File: src/rtl/park_pkg.sv
// Shared types and constants for the parking-slot manager and its display consumers.
package park_pkg;

    typedef enum logic [1:0] {
        ST_IDLE   = 2'd0,
        ST_LOOKUP = 2'd1,
        ST_SHOW   = 2'd2
    } park_state_t;

    // Seven-segment glyphs (gfedcba) for zone letters and the blank/null glyph.
    localparam logic [6:0] SEG_ZONE_A = 7'h77;
    localparam logic [6:0] SEG_ZONE_B = 7'h7C;
    localparam logic [6:0] SEG_ZONE_C = 7'h39;
    localparam logic [6:0] SEG_ZONE_D = 7'h5E;
    localparam logic [6:0] SEG_NULL   = 7'h40;

    function automatic int clog2_min1(input int n);
        return (n <= 2) ? 1 : $clog2(n);
    endfunction

endpackage

File: src/rtl/park_slot_manager_if.sv
// Request/leave/clean/readback bundle between the decoder, the slot manager and its consumers.
interface park_slot_manager_if #(
    parameter int ZONES = 2,
    parameter int SLOTS = 3,
    parameter int CNT_W = 9
);
    import park_pkg::*;
    localparam int ZW = clog2_min1(ZONES);
    localparam int SW = clog2_min1(SLOTS);

    logic                      park_req;
    logic [ZW-1:0]             park_zone;
    logic                      leave_req;
    logic [ZW-1:0]             leave_zone;
    logic [SW-1:0]             leave_slot;
    logic [ZONES-1:0]          clean;
    logic [ZONES*SLOTS-1:0]    slot_en;
    logic [CNT_W-1:0]          now;
    logic [ZW-1:0]             rd_zone;
    logic [SW-1:0]             rd_slot;
    logic [CNT_W-1:0]          rd_time;
    logic [ZONES*SLOTS-1:0]    occ;
    logic [ZONES*(SW+1)-1:0]   free_cnt;
    logic [1:0]                state;
    logic                      park_ack;
    logic                      park_fail;
    logic [ZW-1:0]             res_zone;
    logic [SW-1:0]             res_slot;

    modport master (
        output park_req, park_zone, leave_req, leave_zone, leave_slot,
               clean, slot_en, now, rd_zone, rd_slot,
        input  rd_time, occ, free_cnt, state, park_ack, park_fail, res_zone, res_slot
    );

    modport slave (
        input  park_req, park_zone, leave_req, leave_zone, leave_slot,
               clean, slot_en, now, rd_zone, rd_slot,
        output rd_time, occ, free_cnt, state, park_ack, park_fail, res_zone, res_slot
    );

endinterface

File: src/rtl/park_prio_enc.sv
// Lowest-set-bit encoder used to pick the first open slot in a zone.
module park_prio_enc
    import park_pkg::*;
#(
    parameter int SLOTS = 3,
    localparam int SW = clog2_min1(SLOTS)
) (
    input  logic [SLOTS-1:0] req,
    output logic             found,
    output logic [SW-1:0]    idx
);

    always_comb begin
        found = 1'b0;
        idx   = '0;
        for (int i = SLOTS - 1; i >= 0; i--) begin
            if (req[i]) begin
                found = 1'b1;
                idx   = SW'(i);
            end
        end
    end

endmodule

File: src/rtl/park_slot_manager.sv
// Parking-slot allocator: occupancy bitmap, per-zone free counts, entry timestamps.
//  state     | meaning
//  ST_IDLE   | waiting for park_req; latches the requested zone
//  ST_LOOKUP | one cycle: pick lowest open slot, grant or fail
//  ST_SHOW   | hold result for HOLD_CYC cycles (down-counter to zero)
module park_slot_manager
    import park_pkg::*;
#(
    parameter int ZONES    = 2,
    parameter int SLOTS    = 3,
    parameter int CNT_W    = 9,
    parameter int HOLD_CYC = 4
) (
    input logic             clk,
    input logic             rst,
    park_slot_manager_if.slave bus
);

    localparam int ZW = clog2_min1(ZONES);
    localparam int SW = clog2_min1(SLOTS);
    localparam int HW = clog2_min1(HOLD_CYC);
    localparam int NS = ZONES * SLOTS;
    localparam logic [HW-1:0] HOLD_LOAD = HW'(HOLD_CYC - 1);

    park_state_t state_q, state_n;
    logic [HW-1:0]           hold_q, hold_n;
    logic [ZW-1:0]           zone_q;
    logic [NS-1:0]           occ_q, occ_n;
    logic [CNT_W-1:0]        stamp_q [NS];
    logic [CNT_W-1:0]        rd_time_q, rd_sel;
    logic [ZONES*(SW+1)-1:0] free_q, free_n;
    logic                    ack_q, fail_q;
    logic [ZW-1:0]           res_zone_q;
    logic [SW-1:0]           res_slot_q;

    logic                    zone_ok, clean_sel, found, grant, in_lookup;
    logic [SLOTS-1:0]        avail;
    logic [SW-1:0]           pick;
    logic [NS-1:0]           grant_vec, leave_vec, clean_vec;

    always_ff @(posedge clk) begin
        if (rst) begin
            state_q <= ST_IDLE;
            hold_q  <= '0;
        end else begin
            state_q <= state_n;
            hold_q  <= hold_n;
        end
    end

    always_comb begin
        state_n = state_q;
        hold_n  = hold_q;
        case (state_q)
            ST_IDLE:   if (bus.park_req) state_n = ST_LOOKUP;
            ST_LOOKUP: begin
                state_n = ST_SHOW;
                hold_n  = HOLD_LOAD;
            end
            ST_SHOW: begin
                if (hold_q == '0) state_n = ST_IDLE;
                else              hold_n  = hold_q - 1'b1;
            end
            default:   state_n = ST_IDLE;
        endcase
    end

    assign in_lookup = (state_q == ST_LOOKUP);

    // An out-of-range latched zone matches no decode entry, so zone_ok stays low.
    always_comb begin
        zone_ok   = 1'b0;
        clean_sel = 1'b0;
        avail     = '0;
        for (int z = 0; z < ZONES; z++) begin
            if (zone_q == ZW'(z)) begin
                zone_ok   = 1'b1;
                clean_sel = bus.clean[z];
                avail     = bus.slot_en[z*SLOTS +: SLOTS] & ~occ_q[z*SLOTS +: SLOTS];
            end
        end
    end

    park_prio_enc #(.SLOTS(SLOTS)) u_prio (
        .req   (avail),
        .found (found),
        .idx   (pick)
    );

    assign grant = in_lookup && zone_ok && found && !clean_sel;

    always_comb begin
        grant_vec = '0;
        leave_vec = '0;
        clean_vec = '0;
        for (int z = 0; z < ZONES; z++) begin
            for (int s = 0; s < SLOTS; s++) begin
                if (grant && zone_q == ZW'(z) && pick == SW'(s))
                    grant_vec[z*SLOTS+s] = 1'b1;
                if (bus.leave_req && bus.leave_zone == ZW'(z) && bus.leave_slot == SW'(s))
                    leave_vec[z*SLOTS+s] = 1'b1;
                clean_vec[z*SLOTS+s] = bus.clean[z];
            end
        end
    end

    // Leave on an empty slot is a no-op since clearing a 0 bit changes nothing.
    assign occ_n = ((occ_q & ~leave_vec) | grant_vec) & ~clean_vec;

    always_comb begin
        rd_sel = '0;
        free_n = '0;
        for (int z = 0; z < ZONES; z++) begin
            for (int s = 0; s < SLOTS; s++) begin
                if (bus.rd_zone == ZW'(z) && bus.rd_slot == SW'(s))
                    rd_sel = stamp_q[z*SLOTS+s];
                free_n[z*(SW+1) +: SW+1] = free_n[z*(SW+1) +: SW+1]
                    + (SW+1)'(bus.slot_en[z*SLOTS+s] & ~occ_q[z*SLOTS+s]);
            end
        end
    end

    always_ff @(posedge clk) begin
        if (rst) begin
            zone_q     <= '0;
            occ_q      <= '0;
            rd_time_q  <= '0;
            free_q     <= '0;
            ack_q      <= 1'b0;
            fail_q     <= 1'b0;
            res_zone_q <= '0;
            res_slot_q <= '0;
            for (int i = 0; i < NS; i++) stamp_q[i] <= '0;
        end else begin
            if (state_q == ST_IDLE && bus.park_req) zone_q <= bus.park_zone;
            occ_q     <= occ_n;
            rd_time_q <= rd_sel;
            free_q    <= free_n;
            ack_q     <= grant;
            fail_q    <= in_lookup && !grant;
            if (in_lookup) begin
                res_zone_q <= zone_q;
                res_slot_q <= grant ? pick : '0;
            end
            for (int i = 0; i < NS; i++) begin
                if (grant_vec[i])                     stamp_q[i] <= bus.now;
                else if (leave_vec[i] || clean_vec[i]) stamp_q[i] <= '0;
            end
        end
    end

    assign bus.rd_time   = rd_time_q;
    assign bus.occ       = occ_q;
    assign bus.free_cnt  = free_q;
    assign bus.state     = state_q;
    assign bus.park_ack  = ack_q;
    assign bus.park_fail = fail_q;
    assign bus.res_zone  = res_zone_q;
    assign bus.res_slot  = res_slot_q;

endmodule

File: src/flat_wrapper.sv
// flat-port wrapper written by rule: the top's interface ports become plain ports
module park_slot_manager_flat import park_pkg::*;
#(
    parameter int ZONES    = 2,
    parameter int SLOTS    = 3,
    parameter int CNT_W    = 9,
    parameter int HOLD_CYC = 4
)
  (clk, rst, bus_park_req, bus_park_zone, bus_leave_req, bus_leave_zone, bus_leave_slot, bus_clean, bus_slot_en, bus_now, bus_rd_zone, bus_rd_slot, bus_rd_time, bus_occ, bus_free_cnt, bus_state, bus_park_ack, bus_park_fail, bus_res_zone, bus_res_slot);
  park_slot_manager_if #(.ZONES(ZONES), .SLOTS(SLOTS), .CNT_W(CNT_W)) bus_i ();
  input logic clk;
  input logic rst;
  input wire logic [$bits(bus_i.park_req)-1:0] bus_park_req;
  input wire logic [$bits(bus_i.park_zone)-1:0] bus_park_zone;
  input wire logic [$bits(bus_i.leave_req)-1:0] bus_leave_req;
  input wire logic [$bits(bus_i.leave_zone)-1:0] bus_leave_zone;
  input wire logic [$bits(bus_i.leave_slot)-1:0] bus_leave_slot;
  input wire logic [$bits(bus_i.clean)-1:0] bus_clean;
  input wire logic [$bits(bus_i.slot_en)-1:0] bus_slot_en;
  input wire logic [$bits(bus_i.now)-1:0] bus_now;
  input wire logic [$bits(bus_i.rd_zone)-1:0] bus_rd_zone;
  input wire logic [$bits(bus_i.rd_slot)-1:0] bus_rd_slot;
  output wire logic [$bits(bus_i.rd_time)-1:0] bus_rd_time;
  output wire logic [$bits(bus_i.occ)-1:0] bus_occ;
  output wire logic [$bits(bus_i.free_cnt)-1:0] bus_free_cnt;
  output wire logic [$bits(bus_i.state)-1:0] bus_state;
  output wire logic [$bits(bus_i.park_ack)-1:0] bus_park_ack;
  output wire logic [$bits(bus_i.park_fail)-1:0] bus_park_fail;
  output wire logic [$bits(bus_i.res_zone)-1:0] bus_res_zone;
  output wire logic [$bits(bus_i.res_slot)-1:0] bus_res_slot;
  assign bus_i.park_req = bus_park_req;
  assign bus_i.park_zone = bus_park_zone;
  assign bus_i.leave_req = bus_leave_req;
  assign bus_i.leave_zone = bus_leave_zone;
  assign bus_i.leave_slot = bus_leave_slot;
  assign bus_i.clean = bus_clean;
  assign bus_i.slot_en = bus_slot_en;
  assign bus_i.now = bus_now;
  assign bus_i.rd_zone = bus_rd_zone;
  assign bus_i.rd_slot = bus_rd_slot;
  assign bus_rd_time = bus_i.rd_time;
  assign bus_occ = bus_i.occ;
  assign bus_free_cnt = bus_i.free_cnt;
  assign bus_state = bus_i.state;
  assign bus_park_ack = bus_i.park_ack;
  assign bus_park_fail = bus_i.park_fail;
  assign bus_res_zone = bus_i.res_zone;
  assign bus_res_slot = bus_i.res_slot;
  park_slot_manager #(.ZONES(ZONES), .SLOTS(SLOTS), .CNT_W(CNT_W), .HOLD_CYC(HOLD_CYC)) u_core (.clk(clk), .rst(rst), .bus(bus_i));
endmodule
File: config.mk
export PLATFORM = sky130hd
export DESIGN_NAME = park_slot_manager_flat
export DESIGN_NICKNAME = d
export VERILOG_FILES = /design/src/rtl/park_pkg.sv /design/src/rtl/park_slot_manager_if.sv /design/src/rtl/park_prio_enc.sv /design/src/rtl/park_slot_manager.sv /design/src/flat_wrapper.sv
export SDC_FILE = /design/constraint.sdc
export NUM_CORES = 1
export LEC_CHECK = 0
export BUFFER_PORTS_ARGS = -buffer_cell sky130_fd_sc_hd__buf_2
export CAP_MARGIN = 20
export CORE_UTILIZATION = 50
export CTS_BUF_LIST = sky130_fd_sc_hd__clkbuf_4 sky130_fd_sc_hd__clkbuf_8
export CTS_CLUSTER_DIAMETER = 40
export DETAILED_ROUTE_END_ITERATION = 6
export GPL_ROUTABILITY_DRIVEN = 1
export PLACE_DENSITY = 0.72
export SYNTH_ARGS = -nofsm -noshare
export SYNTH_HDL_FRONTEND = slang
export SYNTH_SLANG_ARGS = --single-unit
File: constraint.sdc
create_clock -name clk -period 5.7 [get_ports clk]
set_input_delay 1.14 -clock clk [delete_from_list [all_inputs] [get_ports clk]]
set_output_delay 1.14 -clock clk [all_outputs]
set_load 0.005 [all_outputs]
==> results_dict.tcl <==
set metrics [dict create \
    synth-edff-count 54 \
    min_period_ns 2.847 \
    max_clock_freq_mhz 351.2 \
    final_cell_mix "and2_1, buf_2, edfxtp_1" \
    hold_viol 0 \
    h-tree-depth 3 \
    clk_pin_slew_ns 0.09 \
    vias 2557 \
    top_layer "met4" \
    tns_ns 0 \
    dp_hpwl_um 5677 \
    nets 394 \
    rrSetupSlack_ns 3.10 \
    ys_warn_count 0 \
    clockPowerShare_pct 39.6 \
    dr_wl_met3_um 448 \
    switching_power_uw 289.4 \
    cts.sinks 83 \
    synthFlopType "edfxtp_1" \
    reg2reg_depth 4 \
    drv_cap 0 \
    row_count 30 \
    ys_seq_area_share_pct 60.50 \
    fin_skew_ns 0.01198 \
    p_seq_share_pct 52.3 \
    hold_buffers 0 \
    holdCritStartpoint "u_core.bus.res_slot[1]$_SDFFE_PP0P_" \
    post-route-period-util_pct 49.95 \
    finalMaxSlewViolations 0 \
    postCtsSetupBuffers 0 \
    die_w_um 87.32 \
    hold_path_class "reg -> reg" \
    synth_cell_types 48 \
    crit_arrival_ns 2.82 \
    syn_to_final_growth_pct 15.88 \
    grt_pass1_vias 2463 \
    synth-seq-cells 83 \
    drt_first_pass_iters 4 \
    total_power_mw 1.300 \
    finalSetupViolCount 0 \
    ctsResizeCount 0 \
    end_kind "flop" \
    coreArea_um2 6907 \
    dieArea_um2 7625 \
    sw_frac_of_total_pct 22.26 \
    grt_pass1_wl_um 12680 \
    drtIter0Drc 153 \
    regToRegStartpoint "u_core.zone_q$_SDFFE_PP0P_" \
    clockBufferDepth 2 \
    synth_top_area_share_pct 44.55 \
    cts_buffers 9 \
    die_y_um 87.32 \
    n_antenna_cell 0 \
    hold_end "u_core.bus.res_slot[1]$_SDFFE_PP0P_" \
    fin_cells 464 \
    worst_slew_pin_slew_ns 0.9344 \
    clockRootBuffer "clkbuf_8" \
    grt_max_degree 22 \
    slew_headroom_pct 37.43 \
    crit_path_max_fanout 9 \
    worst_ep_required_time_ns 5.67 \
    critical_path_class "in -> reg" \
    syn_inst 309 \
    syn-cell-area_um2 3640 \
    drive_gt1_share_pct 22.83 \
    start_util_pct 52.70 \
    synthTopCellsByArea "edfxtp_1, dfxtp_1, and2_1, a22oi_1, a221o_1" \
    p_leak_nw 1.708 \
    async_flop_share_pct 0 \
    status "complete, no violations" \
    cts_tree "yes" \
    viasPerCell 5.511 \
    grtUsageTotal_pct 22.86 \
    rsz0062_at_grt "false" \
    wirelength_um 7904 \
    cp-start-kind "input port" \
    synth_area_per_cell_um2 11.78 \
    ir_worst_vdd_mv 0.1505 \
    synth_top_area_cell "edfxtp_1" \
    placed_cells 447 \
    routedWlPerCell_um 17.03 \
    boundaryPins 56 \
    combPwrFrac_pct 8.0 \
    r2r_end "u_core.stamp_q[0][25]$_SDFFCE_PP0P_" \
    antenna_found_initial 0 \
    place_congestion 0.8771 \
    wl_met1_um 3452 \
    final_area_um2 4218 \
    power.internal_mw 1.011 \
    powerDensity_nw_per_um2 308.3 \
    ant_nets 0 \
    wl_met2_um 3788 \
    min_path_cells 2 \
    worstSkewPairLatency_ns 0.35 \
    grt_overflow 0 \
    io_buffers 53 \
    drc 0 \
    dpl_cell_area_um2 3965 \
]
## cell families (layout without fill, tap and decap cells)
kind of cell,Yosys count,count (layout),synth area share [%]
simple gates,129,129,20.94
flops,83,83,60.50
compound gates,72,72,13.61
buf+inv,18,76,2.578
fa+ha+maj,3,3,1.444
mux,2,2,0.5844
other cells,1,2,0.1030
xor+xnor,1,1,0.2407
## worst max-delay path by stage
stage | from | slack [ns] | endpoint | depth (start not counted)
2_1_floorplan | bus_slot_en[1] | 2.85 | u_core.stamp_q[0][18]$_SDFFCE_PP0P_ | 4
3_3_place_gp | bus_slot_en[1] | 2.51 | u_core.stamp_q[0][20]$_SDFFCE_PP0P_ | 5
3_5_place_dp | bus_slot_en[1] | 2.47 | u_core.stamp_q[0][12]$_SDFFCE_PP0P_ | 5
4_1_cts | bus_slot_en[1] | 2.83 | u_core.stamp_q[0][17]$_SDFFCE_PP0P_ | 5
5_1_grt | bus_slot_en[1] | 2.74 | u_core.stamp_q[0][25]$_SDFFCE_PP0P_ | 5
6_report | bus_slot_en[1] | 2.85 | u_core.stamp_q[0][25]$_SDFFCE_PP0P_ | 5
## stage by stage
stage | setup slack (ns) | utilization, % | hold WS, ns
final | 2.853 | 61.07 | 0.4668
after global routing | 2.744 | 61.07 | 0.4966
after CTS | 2.826 | 61.00 | 0.4661
after detailed placement | 2.467 | 57.41 | 0.4535
after global placement | 2.509 | 57.41 | 0.4531
after floorplan | 2.847 | - | 0.4527
## critical path: stages
cell,delay (ns)
buf_2,0.10
nor3b_1,0.14
nand4bb_2,0.35
or3_4,0.45
o21ai_1,0.65
## registers in the layout (all words and copies together) (netlist names)
| register | flops |
|---|---|
| u_core.bus.park_ack | 1 |
| u_core.hold_q | 2 |
| u_core.bus.rd_time | 9 |
| u_core.bus.occ | 6 |
| u_core.bus.state | 2 |
| u_core.stamp_q | 54 |
| u_core.bus.free_cnt | 4 |
| u_core.bus.park_fail | 1 |
| u_core.zone_q | 1 |
| u_core.bus.res_zone | 1 |
| u_core.bus.res_slot | 2 |
## power by group through the flow
stage / logic (mW) / registers, mW / clock network [mW]
global placement: 0.102 / 0.693 / 0
global route: 0.116 / 0.684 / 0.550
CTS: 0.104 / 0.681 / 0.519
floorplan: 0.0636 / 0.691 / 0
detailed placement: 0.104 / 0.694 / 0
finish: 0.104 / 0.681 / 0.515
## metal layers
| metal | up-vias | GRT usage (%) |
|---|---|---|
| li1 | 1221 | - |
| met1 | 1219 | 29.99 |
| met2 | 97 | 36.29 |
| met3 | 20 | 5.308 |
| met4 | 0 | 10.13 |
| met5 | - | 0 |
## final cells by class
type	count	area, um2
Clock buffer	10	137.6
Timing Repair Buffer	56	285.3
Fill cell	599	2689
Clock inverter	6	110.1
Multi-Input combinational cell	209	1348
Inverter	4	15.01
Tap cell	96	120.1
Sequential cell	83	2202
## synthesized netlist by cell type, types with 2 or more instances
master	number
a21o_1	4
a21oi_1	17
a221o_1	9
a22oi_1	18
and2_1	54
buf_1	5
buf_2	3
buf_4	2
buf_6	2
clkbuf_1	2
dfxtp_1	29
edfxtp_1	54
fa_1	2
inv_1	4
nand2_1	17
nand2b_1	8
nand3_1	3
nor2_1	18
nor2_2	2
nor2b_1	10
nor3_1	3
nor3b_1	2
o211ai_1	2
o21ai_0	11
o21ai_1	2
o31ai_1	3
or3_4	2
(Power assumes the default switching activity.)
